[src/rtl/button_debouncer.sv]
// Debounces a raw asynchronous button level into a clean synchronous level
// and emits one-cycle rise/fall strobes when that level changes.
module button_debouncer #(
  parameter int STABLE_CYCLES = 4,
  parameter int CNT_W         = 8
) (
  input  logic clk,
  input  logic rst,
  input  logic din,
  output logic q,
  output logic q_rise,
  output logic q_fall,
  output logic busy
);

  typedef enum logic [1:0] {
    STABLE_LO = 2'd0,
    PEND_HI   = 2'd1,
    STABLE_HI = 2'd2,
    PEND_LO   = 2'd3
  } state_t;

  localparam logic [CNT_W-1:0] CNT_LAST = CNT_W'(STABLE_CYCLES - 1);
  localparam logic [CNT_W-1:0] CNT_ONE  = CNT_W'(1);
  localparam bit               SINGLE   = (STABLE_CYCLES == 1);

  logic             sync_p0;
  logic             sync_p1;
  state_t           state;
  logic [CNT_W-1:0] cnt;

  always_ff @(posedge clk) begin
    if (rst) begin
      sync_p0 <= 1'b0;
      sync_p1 <= 1'b0;
      state   <= STABLE_LO;
      cnt     <= '0;
      q       <= 1'b0;
      q_rise  <= 1'b0;
      q_fall  <= 1'b0;
      busy    <= 1'b0;
    end else begin
      // stage p0/p1: two-flop synchronizer; only sync_p1 reaches the FSM
      sync_p0 <= din;
      sync_p1 <= sync_p0;
      // FSM stage: strobes default low, outputs follow the next state
      q_rise  <= 1'b0;
      q_fall  <= 1'b0;
      case (state)
        STABLE_LO: begin
          if (!sync_p1) begin
            cnt <= '0;
          end else if (SINGLE) begin
            state  <= STABLE_HI;
            cnt    <= '0;
            q      <= 1'b1;
            q_rise <= 1'b1;
            busy   <= 1'b0;
          end else begin
            state <= PEND_HI;
            cnt   <= CNT_ONE;
            busy  <= 1'b1;
          end
        end
        PEND_HI: begin
          if (!sync_p1) begin
            state <= STABLE_LO;
            cnt   <= '0;
            busy  <= 1'b0;
          end else if (cnt == CNT_LAST) begin
            state  <= STABLE_HI;
            cnt    <= '0;
            q      <= 1'b1;
            q_rise <= 1'b1;
            busy   <= 1'b0;
          end else begin
            cnt <= cnt + CNT_ONE;
          end
        end
        STABLE_HI: begin
          if (sync_p1) begin
            cnt <= '0;
          end else if (SINGLE) begin
            state  <= STABLE_LO;
            cnt    <= '0;
            q      <= 1'b0;
            q_fall <= 1'b1;
            busy   <= 1'b0;
          end else begin
            state <= PEND_LO;
            cnt   <= CNT_ONE;
            busy  <= 1'b1;
          end
        end
        PEND_LO: begin
          // a bounce back to high abandons the pending release
          if (sync_p1) begin
            state <= STABLE_HI;
            cnt   <= '0;
            busy  <= 1'b0;
          end else if (cnt == CNT_LAST) begin
            state  <= STABLE_LO;
            cnt    <= '0;
            q      <= 1'b0;
            q_fall <= 1'b1;
            busy   <= 1'b0;
          end else begin
            cnt <= cnt + CNT_ONE;
          end
        end
        default: begin
          state <= STABLE_LO;
          cnt   <= '0;
          q     <= 1'b0;
          busy  <= 1'b0;
        end
      endcase
    end
  end

endmodule

[config.mk]
export PLATFORM = sky130hd
export DESIGN_NAME = button_debouncer
export DESIGN_NICKNAME = d
export VERILOG_FILES = /design/src/rtl/button_debouncer.sv
export SDC_FILE = /design/constraint.sdc
export NUM_CORES = 1
export LEC_CHECK = 0
export ABC_AREA = 1
export CAP_MARGIN = 20
export CORE_AREA = 5 5 42 44
export CTS_CLUSTER_DIAMETER = 80
export DETAILED_ROUTE_END_ITERATION = 8
export DIE_AREA = 0 0 47 49
export GPL_ROUTABILITY_DRIVEN = 0
export PLACE_DENSITY = 0.85
export SYNTH_ARGS = -nofsm -noshare
export SYNTH_HDL_FRONTEND = slang
export SYNTH_SLANG_ARGS = --single-unit
[constraint.sdc]
create_clock -name clk -period 2.45 [get_ports clk]
set_input_delay 0.6125 -clock clk [delete_from_list [all_inputs] [get_ports clk]]
set_output_delay 0.6125 -clock clk [all_outputs]
set_load 0.05 [all_outputs]
=== Word level (Yosys, flattened, before mapping) ===
Cells that the tools add are included.

* Register bits: 16
* Input bits: 3
* Output and inout port bits: 4
* Word-level logic and storage cells: 56

* Add/subtract/negate cells: 1
* Equality and inequality tests: 12
* Muxes and demuxes: 25
* Bitwise operators: 3
* Reduce and logical (&&, ||, !) cells: 7

{| class="wikitable"
|+ Operators by type and width
! operator !! count
|-
| one-hot mux 8 bit (4 select lines) || 1
|-
| two-way mux 8 bit || 3
|-
| two-way mux 1 bit || 12
|-
| two-way mux 2 bit || 6
|-
| inequality test 2 bit, second input constant || 6
|-
| adder 8 x 1 -> 8 bit, second input constant || 1
|-
| == test 8 x 2 -> 1 bit, second input constant || 1
|-
| one-hot mux 2 bit (4 select lines) || 1
|-
| inequality test 3 bit, second input constant || 2
|-
| OR reduction 3 bit || 2
|-
| AND reduction 5 bit || 1
|-
| == test 2 bit, second input constant || 2
|-
| one-hot mux 1 bit (4 select lines) || 1
|-
| AND reduction 4 bit || 1
|-
| NOT 1 bit || 3
|-
| == test 2 x 1 -> 1 bit, second input constant || 1
|-
| zero test 2 bit || 1
|-
| one-hot mux 1 bit (2 select lines) || 1
|-
| AND reduction 2 bit || 1
|-
| nonzero test 2 bit || 1
|}

=== Depth between registers and ports, before layout ===
Gate-level depths: netlist of the first run.

* Depth after elaboration: 4
* Depth in mapped cells: 8
* Gate-level depth less buffers: 8

=== Worst setup path after synthesis of the first run ===
OpenSTA, ideal clock, no wires.

* Path type: flip-flop to output port
* From: reg busy
* To: out busy
* Arrival: 619 ps
* Required time: 1,837 ps
* Path slack: 1,219 ps
* Cell stages (with the launch flop): 1
* Buffers on the path: 0
* Cell sequence: dfxtp_1

{| class="wikitable"
|+ RTL lines
! what !! RTL line !! source
|-
| start: declaration || 13 || <nowiki>output logic busy</nowiki>
|-
| start signal: assignment || 41 || <nowiki>busy <= 1'b0;</nowiki>
|-
| start signal: assignment || 58 || <nowiki>busy <= 1'b0;</nowiki>
|-
| start signal: assignment || 62 || <nowiki>busy <= 1'b1;</nowiki>
|}

No word-level cell between the ends.

=== Worst setup path in the final report of the first run ===
* From: reg busy
* To: out busy

No word-level cell between the ends.

==> flow_metrics.tcl, run 1 <==
set metrics [dict create \
    p_leak_nw 0.353 \
    hold_slack_ns 0.435 \
    yosysWarnings 0 \
    cp.arrival_ns 1.46 \
    fp.dieArea_um2 2300 \
    p_comb_share_pct 4.1 \
    antenna_found_initial 0 \
    nNetsFinal 114 \
    yosysSeqAreaShare_pct 43.7 \
    switching_share_pct 21.0 \
    power_density_nw_per_um2 539 \
    setup_viol 0 \
    worst_pin_slew_ns 0.496 \
    cts_buffer_depth 2 \
    cpPeakStageDelay_ns 0.81 \
    synth_area_um2 733 \
    path_cells "clkdlybuf4s50_1" \
    synth.distinct_cells 21 \
    rows 14 \
    coreArea_um2 1400 \
    drive_above_1_share_pct 15.6 \
    max_freq_mhz 482 \
    post_cts_resized 0 \
    yosys_register_bits 16 \
    grt_max_degree 10 \
    wire_per_inst_um 10.4 \
    status "finished, final reports clean" \
    synthTopCellsByCount "17 x inv_1, 17 x nand2_1, 17 x nor2_1" \
    grt_util_all_layers_pct 13.9 \
    rsz0062_at_grt "no" \
    dpl.hpwl_um 1010 \
    setup_tns_ns 0 \
    clkPwrFrac_pct 37.7 \
    yosysTopAreaCell "dfxtp_1" \
    crit_fanout 3 \
    finalPower_uw 458 \
    stdcell_area_um2 850 \
    hold_buffers 0 \
    grt_overflow_total 0 \
    synth_ff_type "dfxtp_1" \
    fin_skew_ns 0.000774 \
    p_sw_uw 96.3 \
    synth-edff-count 0 \
    clkTransAtPathRegs_ns 0.09 \
    place_ws_ns 0.697 \
    postCtsSetupBuffers 0 \
    cpLargestDelayFamily "buffers and inverters" \
    synth_nets 103 \
    drc 0 \
    min_period_ns 2.07 \
    cts.sinks 16 \
    detailedRoute.firstIterationViolations 12 \
    final_core_util_pct 60.6 \
    fin_cells 125 \
    slew_violations 0 \
    io_pins 7 \
    crit_slowest_cell "clkdlybuf4s50_1" \
    max-cap-violations 0 \
    wl_um 1300 \
    clock_latency_ns 0.28 \
    via_per_inst 4.80 \
    antenna_cells 0 \
    hold_violations 0 \
    path_buf_inv 1 \
    crit_path_end_kind "primary output" \
    intPower_uw 361 \
    yosys-top-cells-area "dfxtp_1 44%, inv_1 8.7%, nand2_1 8.7%" \
    fp.dieW_um 47 \
    worst_slack_ns 0.376 \
    htreeDepth 1 \
    cts_tree "done" \
    grt_pass1_wl_um 2300 \
    cp.required_ns 1.84 \
    placed_area_um2 813 \
    power_frac_seq_pct 58.1 \
    num_vias 600 \
    portBuffers 6 \
    holdCritPathClass "reg2reg" \
    cp-start-kind "flip-flop" \
    synthArstFlopShare_pct 0 \
    die_y_um 49 \
    yosysTopAreaCellShare_pct 43.7 \
    period_share_pct 84.6 \
    cts-root-buf "clkbuf_4" \
    ir_worst_vdd_mv 0.340 \
    fillCellCount 135 \
    relSlewSlack_pct 66.8 \
    grt_pass1_vias 567 \
    placed_cells 121 \
    crit_type "reg2out" \
    drt_pass1_iterations 3 \
    syn_inst 99 \
    drtAntennaViolNets 0 \
    cts_inserted_buffers 3 \
    syn_to_final_growth_pct 15.9 \
    avgSynthCellArea_um2 7.41 \
    start_util_pct 52.3 \
]
-- final cells by class --
type	count	area (um2)	area share [%]
multi-input cells	64	342	40.2
flip-flops and latches	16	320	37.7
inverters	19	71.3	8.39
repair buffers	6	60.1	7.07
clock buffers	4	36.3	4.27
well taps	16	20.0	2.36
-- kinds of logic (layout without fill, tap and decap cells) --
group                    after synthesis  after routing  share of synthesized area [%]
AND/OR/NAND/NOR                       54             54                           35.7
buffers and inverters                 19             29                           9.73
flip-flops                            16             16                           43.7
AO/OA/AOI/OAI                          5              5                           4.44
XOR/XNOR                               4              4                           4.78
adder cells (fa/ha/maj)                1              1                           1.71
-- final timing paths --
kind                      start                  to  slack (ns)  depth (start not counted)
max reg2reg   cnt[0]$_SDFF_PP0_           flip-flop        1.16                          8
min          sync_p0$_SDFF_PP0_  sync_p1$_SDFF_PP0_        0.43                          2
max           busy$_SDFFE_PP0P_                busy        0.38                          1
min reg2reg  sync_p0$_SDFF_PP0_  sync_p1$_SDFF_PP0_        0.43                          2
-- worst reg2reg max path, cell delays in order, from the launching register on --
cell and delay [ns]:
dfxtp_1 0.40, ha_1 0.25, inv_1 0.05, nor2_1 0.09, nand2_1 0.05, nor2_1 0.16, nand3_1 0.09, nand2_1 0.07
nor2_1 0.04
-- power groups by stage --
| stage | clock network, mW | registers (mW) | logic (mW) |
|---|---|---|---|
| after floorplan | 0 | 0.275 | 0.00713 |
| after global placement | 0 | 0.272 | 0.0184 |
| after detailed placement | 0 | 0.272 | 0.0189 |
| after CTS | 0.180 | 0.266 | 0.0190 |
| after global routing | 0.197 | 0.267 | 0.0209 |
| final | 0.173 | 0.266 | 0.0190 |
-- layout by cell type, fill, tap and decap left out --
master	count
a31oi_1	1
clkbuf_4	3
nand2_1	17
inv_1	17
xnor2_1	1
nand2_2	5
ha_1	1
nand3_1	7
inv_2	2
nor2_4	2
dfxtp_1	16
a21oi_2	1
nand3_2	2
nand4_1	1
clkbuf_8	1
nor2_1	17
nor2_2	1
o21ai_1	1
o21bai_1	1
clkdlybuf4s50_1	6
nor3b_1	1
a21oi_1	1
nor3_1	1
xor2_1	3
-- sequential cells by signal (all words and copies together), names as in the netlist, named ones only --
register,cells
busy,1
cnt,8
q,1
q_fall,1
q_rise,1
state,1
sync_p0,1
sync_p1,1
-- metal layers --
| metal | global-route usage, % | wire length [um] | vias to the layer above |
|---|---|---|---|
| li1 | - | - | 322 |
| met5 | 0 | 0 | - |
| met1 | 16.0 | 585 | 270 |
| met2 | 21.5 | 668 | 6 |
| met3 | 4.43 | 31 | 2 |
| met4 | 8.29 | 12 | 0 |
Note: power is estimated with default switching activity, not from simulation.
==> inputs of run 2 (changes only) <==
Settings changed: CORE_AREA 5 5 42 44 to default, CORE_ASPECT_RATIO from default to 0.9, CORE_MARGIN from default to 5, CORE_UTILIZATION from default to 48, DIE_AREA 0 0 47 49 to default, PLACE_DENSITY 0.85 to 0.79.
Clock period 2.45 ns to 1.7 ns, I/O delays scaled along.
==> run 2 against run 1 <==
Register-to-register slack got worse by 0.75 ns. Die area up 4.6%. Total power is 44% higher. Clock skew grew 0.00080 ns. Largest power group unchanged. Highest routed layer unchanged.
==> flow_metrics.tcl, run 2 (same netlist as run 1, synthesis figures left out) <==
set metrics [dict create \
    max_freq_mhz 776 \
    p_sw_uw 139 \
    fin_skew_ns 0.00157 \
    period_share_pct 75.8 \
    crit_fanout 4 \
    drive_above_1_share_pct 19.3 \
    cts-root-buf "clkbuf_4" \
    coreArea_um2 1450 \
    post_cts_resized 0 \
    hold_violations 0 \
    rows 13 \
    r2r_start "cnt[0]$_SDFF_PP0_" \
    antenna_cells 0 \
    clkPwrFrac_pct 37.9 \
    setup_viol 0 \
    cp-start-kind "flip-flop" \
    antenna_found_initial 0 \
    grt_pass1_vias 557 \
    crit_path_end_kind "flip-flop" \
    detailedRoute.firstIterationViolations 13 \
    cts_tree "done" \
    crit_type "reg2reg" \
    crit_slowest_cell "dfxtp_1" \
    drtAntennaViolNets 0 \
    die_y_um 47.1 \
    largest_reg_flops 8 \
    cpMostUsedCell "nand2_1" \
    power_density_nw_per_um2 786 \
    worst_r2r_path_depth 7 \
    holdCritPathClass "reg2reg" \
    portBuffers 6 \
    crit_start "cnt[0]$_SDFF_PP0_" \
    cts_inserted_buffers 3 \
    status "finished, final reports clean" \
    power_frac_seq_pct 58.1 \
    final_cell_mix "17 x inv_1, 17 x nor2_1, 17 x nand2_1" \
    p_comb_share_pct 4.0 \
    switching_share_pct 21.1 \
    syn_to_final_growth_pct 14.3 \
    worst_pin_slew_ns 0.300 \
    via_per_inst 4.71 \
    grt_pass1_wl_um 2170 \
    postCtsSetupBuffers 0 \
    path_cells "ha_1 -> nand2_1 -> nor2_2 -> nand3_2 -> nand2_1 -> inv_1 -> nor2_1" \
    setup_tns_ns 0 \
    fp.dieArea_um2 2410 \
    fp.dieW_um 51.2 \
    final_core_util_pct 57.9 \
    start_util_pct 50.6 \
    htreeDepth 1 \
    cp.arrival_ns 1.51 \
    relSlewSlack_pct 79.9 \
    min_period_ns 1.29 \
    rsz0062_at_grt "no" \
    wl_um 1190 \
    clkTransAtPathRegs_ns 0.09 \
    num_vias 584 \
    p_leak_nw 0.361 \
    grt_util_all_layers_pct 12.4 \
    wire_per_inst_um 9.60 \
    cpPeakStageDelay_ns 0.40 \
    dpl.hpwl_um 905 \
    cts.sinks 16 \
    slew_violations 0 \
    grt_overflow_total 0 \
    worst-r2r-setup-slack_ns 0.41 \
    max-cap-violations 0 \
    cts_buffer_depth 2 \
    nNetsFinal 114 \
    cp.required_ns 1.92 \
    regMostFlops "cnt" \
    intPower_uw 520 \
    io_pins 7 \
    drc 0 \
    clock_latency_ns 0.28 \
    hold_buffers 0 \
    drt_pass1_iterations 4 \
    ir_worst_vdd_mv 0.367 \
    grt_max_degree 10 \
]
[run 2: changes by cell type in the layout (fill, tap and decap cells not counted), sizes merged]
cell,previous run,this run
buf,0,4
clkdlybuf4s50,6,2
[run 2: how the worst min path moves through the flow]
stage                       startpoint                 end  slack [ns]  cells after the start
global route        sync_p0$_SDFF_PP0_  sync_p1$_SDFF_PP0_        0.44                      2
finish              sync_p0$_SDFF_PP0_  sync_p1$_SDFF_PP0_        0.41                      2
CTS                 sync_p0$_SDFF_PP0_  sync_p1$_SDFF_PP0_        0.41                      2
detailed placement  sync_p0$_SDFF_PP0_  sync_p1$_SDFF_PP0_        0.40                      2
floorplan           sync_p0$_SDFF_PP0_  sync_p1$_SDFF_PP0_        0.39                      2
global placement    sync_p0$_SDFF_PP0_  sync_p1$_SDFF_PP0_        0.39                      2
[run 2: per-stage QoR]
| stage | power, mW | hold WS [ns] | instance area [um2] | worst slack (ns) | std cells |
|---|---|---|---|---|---|
| final | 0.659 | 0.413 | 838 | 0.411 | 124 |
| after CTS | 0.674 | 0.413 | 838 | 0.390 | 124 |
| after floorplan | 0.407 | 0.388 | 733 | 0.567 | 99 |
| after detailed placement | 0.418 | 0.399 | 802 | 0.201 | 120 |
| after global placement | 0.418 | 0.391 | 802 | 0.239 | 120 |
| after global routing | 0.692 | 0.438 | 838 | 0.287 | 124 |
[run 2: metal layers]
metal | global-route usage, % | vias up | part of all wire (%)
met5 | 0 | - | 0
met1 | 14.8 | 254 | 51
met2 | 19.8 | 9 | 45
met3 | 2.22 | 2 | 2.9
met4 | 10.8 | 0 | 1.9
li1 | - | 319 | -
[run 2: power by group through the flow]
stage               logic [mW]  clock network, mW  registers, mW
floorplan               0.0103                  0          0.396
global placement        0.0260                  0          0.392
detailed placement      0.0266                  0          0.392
CTS                     0.0266              0.264          0.383
global route            0.0290              0.279          0.384
finish                  0.0262              0.250          0.383
[run 2: worst max-delay path: cells and delay by family (launching register included)]
| kind | cells | cell delay (ns) |
|---|---|---|
| buf+inv | 1 | 0.03 |
| simple gates | 5 | 0.54 |
| fa+ha+maj | 1 | 0.26 |
| flops | 1 | 0.40 |
[run 2: layout make-up]
class / count / area (um2)
well taps: 15 / 18.8
flip-flops and latches: 16 / 320
clock buffers: 4 / 36.3
repair buffers: 6 / 50.0
fillers: 130 / 609
inverters: 19 / 71.3
multi-input cells: 64 / 342
==> inputs of run 3 (changes only) <==
Clock period 1.7 ns to 1.15 ns, I/O delays scaled along.
==> run 3 against run 2 <==
The run now ends with negative setup slack left. Cell area up 16%. Setup slack worse by 0.43 ns. Global-route usage increased by 4.3 points. Highest routed layer unchanged.
==> flow_metrics.tcl, run 3 (same netlist as run 1, synthesis figures left out) <==
set metrics [dict create \
    status "finished, violations left" \
    failed_checks "negative setup slack" \
    htreeDepth 1 \
    coreArea_um2 1450 \
    cp-start-kind "flip-flop" \
    grt_overflow_total 0 \
    die_y_um 47.1 \
    dpl.hpwl_um 1120 \
    crit_type "reg2reg" \
    worst_slack_ns -0.0186 \
    worst-r2r-setup-slack_ns -0.02 \
    p_leak_nw 0.401 \
    fp.dieArea_um2 2410 \
    slew_violations 0 \
    io_pins 7 \
    portBuffers 6 \
    cp.required_ns 1.36 \
    cts_tree "done" \
    fp.dieW_um 51.2 \
    antenna_cells 0 \
    crit_path_end_kind "flip-flop" \
    drtAntennaViolNets 0 \
    clkTransAtPathRegs_ns 0.10 \
    worst_r2r_path_depth 8 \
    via_per_inst 5.07 \
    setup_viol 1 \
    drt_pass1_iterations 4 \
    cts.sinks 16 \
    start_util_pct 50.6 \
    hold_violations 0 \
    rsz0062_at_grt "yes" \
    max_freq_mhz 856 \
    drive_above_1_share_pct 33.3 \
    cpPeakStageDelay_ns 0.36 \
    nNetsFinal 119 \
    postCtsSetupBuffers 0 \
    holdCritPathClass "reg2reg" \
    cts-root-buf "clkbuf_4" \
    final_cell_mix "16 x inv_1, 16 x nand2_1, 14 x nor2_1" \
    crit_slowest_cell "dfxtp_2" \
    hold_buffers 0 \
    grt_pass1_vias 624 \
    finalPower_mw 1.01 \
    largest_reg_flops 8 \
    cts_inserted_buffers 3 \
    rows 13 \
    cts_buffer_depth 2 \
    syn_to_final_growth_pct 32.9 \
    relSlewSlack_pct 83.6 \
    ir_worst_vdd_mv 0.519 \
    worst_pin_slew_ns 0.245 \
    fin_skew_ns 0.00358 \
    grt_pass1_wl_um 2790 \
    fillCellCount 119 \
    path_cells "ha_4 -> inv_2 -> nor2_2 -> nand2_1 -> nor2_2 -> nand3_1 -> nand2_1 -> nor2_1" \
    cp.arrival_ns 1.38 \
    setup_tns_ns -0.0186 \
    wl_um 1630 \
    clock_latency_ns 0.30 \
    regMostFlops "cnt" \
    grt_util_all_layers_pct 16.7 \
    power_density_nw_per_um2 1040 \
    wire_per_inst_um 12.6 \
    max-cap-violations 0 \
    drc 0 \
    r2r_start "cnt[1]$_SDFF_PP0_" \
    grt_max_degree 10 \
    num_vias 654 \
    detailedRoute.firstIterationViolations 14 \
    antenna_found_initial 0 \
    crit_start "cnt[1]$_SDFF_PP0_" \
    crit_fanout 4 \
    period_share_pct 102 \
    min_period_ns 1.17 \
]
run 3: changes by cell type in the layout (fill, tap and decap cells not counted), moves of 2 or more:
cell | before | now
nor2_1 | 17 | 14
buf_12 | 0 | 4
nor2_2 | 1 | 3
dfxtp_2 | 0 | 5
nand2_4 | 0 | 2
dfxtp_1 | 16 | 11
run 3: cell type report:
class	count	area, um2	share of cell area [%]
timing repair buffer	11	138	14.1
inverter	19	71.3	7.32
clock buffer	4	36.3	3.72
multi-input combinational	64	384	39.4
sequential	16	327	33.5
tap	15	18.8	1.93
run 3: what timing repair did:
item,in CTS,in global routing
gates cloned,0,0
pin swaps,1,4
hold endpoints to repair,0,0
gates resized for setup,7,9
endpoints found under the setup margin,15,13
run 3: worst min-delay path by stage:
stage                     slack (ns)               start  cells past startpoint                 end
final                           0.42  sync_p0$_SDFF_PP0_                      2  sync_p1$_SDFF_PP0_
after global routing            0.43  sync_p0$_SDFF_PP0_                      2  sync_p1$_SDFF_PP0_
after CTS                       0.42  sync_p0$_SDFF_PP0_                      2  sync_p1$_SDFF_PP0_
after detailed placement        0.41  sync_p0$_SDFF_PP0_                      2  sync_p1$_SDFF_PP0_
after global placement          0.39  sync_p0$_SDFF_PP0_                      2  sync_p1$_SDFF_PP0_
after floorplan                 0.36                 rst                      1  sync_p0$_SDFF_PP0_
run 3: power by group:
group	internal [mW]	leakage (nW)	switching, mW
clock	0.193	0.0210	0.197
combinational	0.0244	0.248	0.0259
sequential	0.562	0.132	0.00669
run 3: metrics by stage:
step	std cells	hold WS, ns	instance area, um2	util [%]	worst slack [ns]
final	129	0.418	975	67.3	-0.0186
after global routing	129	0.433	975	67.3	-0.0539
after CTS	129	0.420	946	65.3	0.00849
after detailed placement	125	0.407	890	61.5	-0.139
after global placement	125	0.389	890	61.5	-0.0893
after floorplan	99	0.359	733	-	0.0171
run 3: layer usage:
| metal | up-vias | global-route usage (%) | part of all wire, % |
|---|---|---|---|
| met3 | 4 | 4.13 | 3.9 |
| met2 | 21 | 29.6 | 51 |
| met1 | 300 | 18.3 | 42 |
| li1 | 329 | - | - |
| met5 | - | 0 | 0 |
| met4 | 0 | 10.8 | 2.8 |
run 3: critical path: cells and delay by family, from the launching register on:
family | cells | cell delay, ns
DFF | 1 | 0.36
and+or+nand+nor | 6 | 0.49
buffers and inverters | 1 | 0.05
adders and majority gates | 1 | 0.17
==> RTL change 1: new RTL, settings of run 2 <==
Change the parameter `CNT_W` from 8 to 10.
--- a/src/rtl/button_debouncer.sv
+++ b/src/rtl/button_debouncer.sv
@@ -2,7 +2,7 @@
 // and emits one-cycle rise/fall strobes when that level changes.
 module button_debouncer #(
   parameter int STABLE_CYCLES = 4,
-  parameter int CNT_W         = 8
+  parameter int CNT_W         = 10
 ) (
   input  logic clk,
   input  logic rst,
Formal check against the unedited RTL: same outputs for any inputs over 10 cycles, from zero or initial values and one cycle with rst high; that may be too few to reach the edited logic, so the function may still have changed.
==> RTL change 1 against run 2 <==
Total power fell by 0.37%; cell area rose by 10%; sequential cell count grew 2; synthesized area rose by 12%; clock power shrank 21%; routed wire length is 20% higher; largest cell class unchanged; worst setup slack worse by 0.25 ns; via count up 14%.
==> RTL change 1: results <==
metrics = {
    "layout": {
        "clockBufferCount": 3,
        "seqCellArea_um2": 360.3,
        "inverters": 18,
        "drive_gt1_share_pct": 9.917,
        "largest_register_ffs": 10,
        "fill_cells": 179,
        "multi_input_cells": 76,
        "clkCellAreaFrac_pct": 2.439,
        "fin_nets": 127,
        "nonClkBufAreaFrac_pct": 5.420,
        "fin_util_pct": 56.08,
        "multi_input_area_um2": 392.9,
        "final_cells": 145,
    },
    "logic_synthesis": {
        "ys_types": 14,
        "synth_xor_area_share_pct": 8.537,
        "synth_commonest_cells": "23 x nor2_1, 18 x dfxtp_1, 18 x inv_1, 18 x nand2_1, 11 x nand3_1",
        "seq_area_frac_synth_pct": 43.90,
        "synth_compound_area_share_pct": 4.268,
        "ys_top_cells_by_area": "dfxtp_1 44%, nor2_1 11%, inv_1 8.2%, nand2_1 8.2%, nand3_1 6.7%",
        "async_reset_ff_share_pct": 0,
        "synth_fa_ha_area_share_pct": 1.524,
        "synth_cells": 112,
        "synth_nets": 116,
    },
    "drt": {
        "m1WireLength_um": 716,
        "dr_wl_met3_um": 46,
        "first_iter_violations": 10,
        "wl_met2_um": 655,
        "drt_pre_antenna_iters": 4,
        "detail_route.wl_per_cell_um": 9.862,
        "num_vias": 668,
    },
    "placement": {
        "place_area_um2": 900.9,
        "dp_worst_setup_slack_ns": 0.1686,
        "dp_cells": 142,
        "port_buffers": 6,
    },
    "power": {
        "peakVddDrop_mv": 0.4450,
        "total_leakage_power_nw": 0.3547,
    },
    "timing": {
        "slew_headroom_pct": 71.57,
        "clock_skew_ns": 0.001007,
    },
    "global_routing": {
        "grt_pass1_wl_um": 2573,
        "grt_pass1_vias": 612,
        "grt_util_met2_pct": 18.98,
        "grt_use_met1_pct": 18.00,
        "grt_use_total_pct": 12.86,
    },
    "critical_path": {
        "worst-endpoint-arrival_ns": 1.72,
        "worst-path-max-fanout": 5,
    },
    "clock_network": {
        "cts_sinks": 18,
    },
    "outcome": {
        "status": "finished, final reports clean",
    },
    "floorplan": {
        "die_w_um": 53.59,
    },
}
RTL change 1: changes by cell type after synthesis, moves of 3 or more:
cell / run 2 / this run
a21oi_1: 1 / 5
nand3_1: 7 / 11
nor2_1: 17 / 23
nand2_2: 5 / 0
xor2_1: 3 / 6
RTL change 1: worst paths after layout:
| check | startpoint | end | slack (ns) | cells after the start |
|---|---|---|---|---|
| hold / removal | sync_p0$_SDFF_PP0_ | sync_p1$_SDFF_PP0_ | 0.42 | 2 |
| hold reg to reg | sync_p0$_SDFF_PP0_ | sync_p1$_SDFF_PP0_ | 0.42 | 2 |
| setup reg to reg | cnt[0]$_SDFF_PP0_ | flop | 0.16 | 8 |
| setup / recovery | cnt[0]$_SDFF_PP0_ | flop | 0.16 | 8 |
RTL change 1: report_power, final:
part	internal (W)	leakage (nW)	switching, W
clock network	0.0000821	0.0138	0.000116
registers	0.000426	0.146	0.00000370
logic	0.0000103	0.195	0.0000179
total	0.000519	0.355	0.000138
==> RTL change 2: new RTL, config.mk and constraints of run 2 <==
Made on the original files. Re-encode `state_t` (4 states) as Gray code, 2 bits wide.
--- a/src/rtl/button_debouncer.sv
+++ b/src/rtl/button_debouncer.sv
@@ -14,10 +14,10 @@
 );
 
   typedef enum logic [1:0] {
-    STABLE_LO = 2'd0,
-    PEND_HI   = 2'd1,
-    STABLE_HI = 2'd2,
-    PEND_LO   = 2'd3
+    STABLE_LO = 2'b00,
+    PEND_HI   = 2'b01,
+    STABLE_HI = 2'b11,
+    PEND_LO   = 2'b10
   } state_t;
 
   localparam logic [CNT_W-1:0] CNT_LAST = CNT_W'(STABLE_CYCLES - 1);
Formal check against the unedited RTL: no difference found for any inputs over 10 cycles, from zero or initial values and one cycle with rst high; not proved beyond that.
==> RTL change 2 against run 2 <==
Global-route usage down 1.3 points; cell area increased by 10%; via count up 6.5%; sequential cell count stayed put; routed wire length increased by 5.4%; sequential share of layout area shrank 3.5 points; first-iteration DRC count is 62% lower; worst setup slack got worse by 0.12 ns; synthesized area is 9.9% higher.
Power is not compared: it rests on default switching activity, and its combinational part moved more than twofold at a synthesized area within 25%.
==> RTL change 2: results <==
metrics = {
    "logic_synthesis": {
        "seq_area_frac_synth_pct": 39.75,
        "syn_area_per_cell_um2": 7.674,
        "ys_types": 22,
        "ys_top_cells_by_area": "dfxtp_1 40%, ha_1 9.3%, nand2_1 7.9%, nor2_1 7.0%, inv_1 6.5%",
        "synth_nets": 114,
    },
    "critical_path": {
        "reg2regPathDepth": 8,
        "critPathMaxStageDelay_ns": 0.38,
        "cpLargestDelayFamily": "flip-flops",
        "worst-endpoint-arrival_ns": 1.59,
        "reg2reg_from": "state[0]$_SDFFE_PP0P_",
    },
    "global_routing": {
        "grt_use_met3_pct": 2.752,
        "grt_use_total_pct": 11.13,
        "grt_util_met2_pct": 17.36,
        "grt_pass1_wl_um": 2187,
        "grt_pass1_vias": 553,
        "grt_use_met1_pct": 14.13,
    },
    "layout": {
        "drive_gt1_share_pct": 20.00,
        "fill_cells": 161,
    },
    "placement": {
        "hpwlAfterDp_um": 1042,
        "place_area_um2": 885.9,
        "dp_cells": 135,
    },
    "outcome": {
        "status": "finished, final reports clean",
    },
    "drt": {
        "wl_met2_um": 548,
        "detail_route.wl_per_cell_um": 9.029,
        "via_per_inst": 4.475,
        "first_iter_violations": 5,
        "dr_wl_met3_um": 37,
        "m1WireLength_um": 652,
    },
    "timing": {
        "clock_skew_ns": 0.003683,
        "slew_headroom_pct": 80.22,
        "whs_ns": 0.4086,
    },
}
==> RTL change 2: changes by cell type after synthesis, moves of 2 or more <==
cell,change
ha_1,+5
nor2_1,-2
inv_2,+2
inv_1,-3
nand2_4,+3
nor2_4,-2
o21ai_0,+3
nand3_2,-2
==> RTL change 2: cell families (layout without fill, tap and decap cells) <==
logic type,Yosys count,after routing,share of synthesized area (%)
multiplexers,1,1,1.708
buffers and inverters,19,29,8.850
XOR/XNOR,4,4,4.349
flip-flops,16,16,39.75
AND/OR/NAND/NOR,52,52,31.21
adder cells (fa/ha/maj),6,6,9.317
AO/OA/AOI/OAI,7,7,4.813
==> RTL change 2: cell type report <==
class	instances	area (µm²)	share of cell area, %
Sequential cell	16	320.3	34.74
Clock buffer	4	36.28	3.935
Multi-Input combinational cell	70	414.1	44.91
Inverter	19	71.32	7.734
Tap cell	24	30.03	3.256
Timing Repair Buffer	6	50.05	5.427
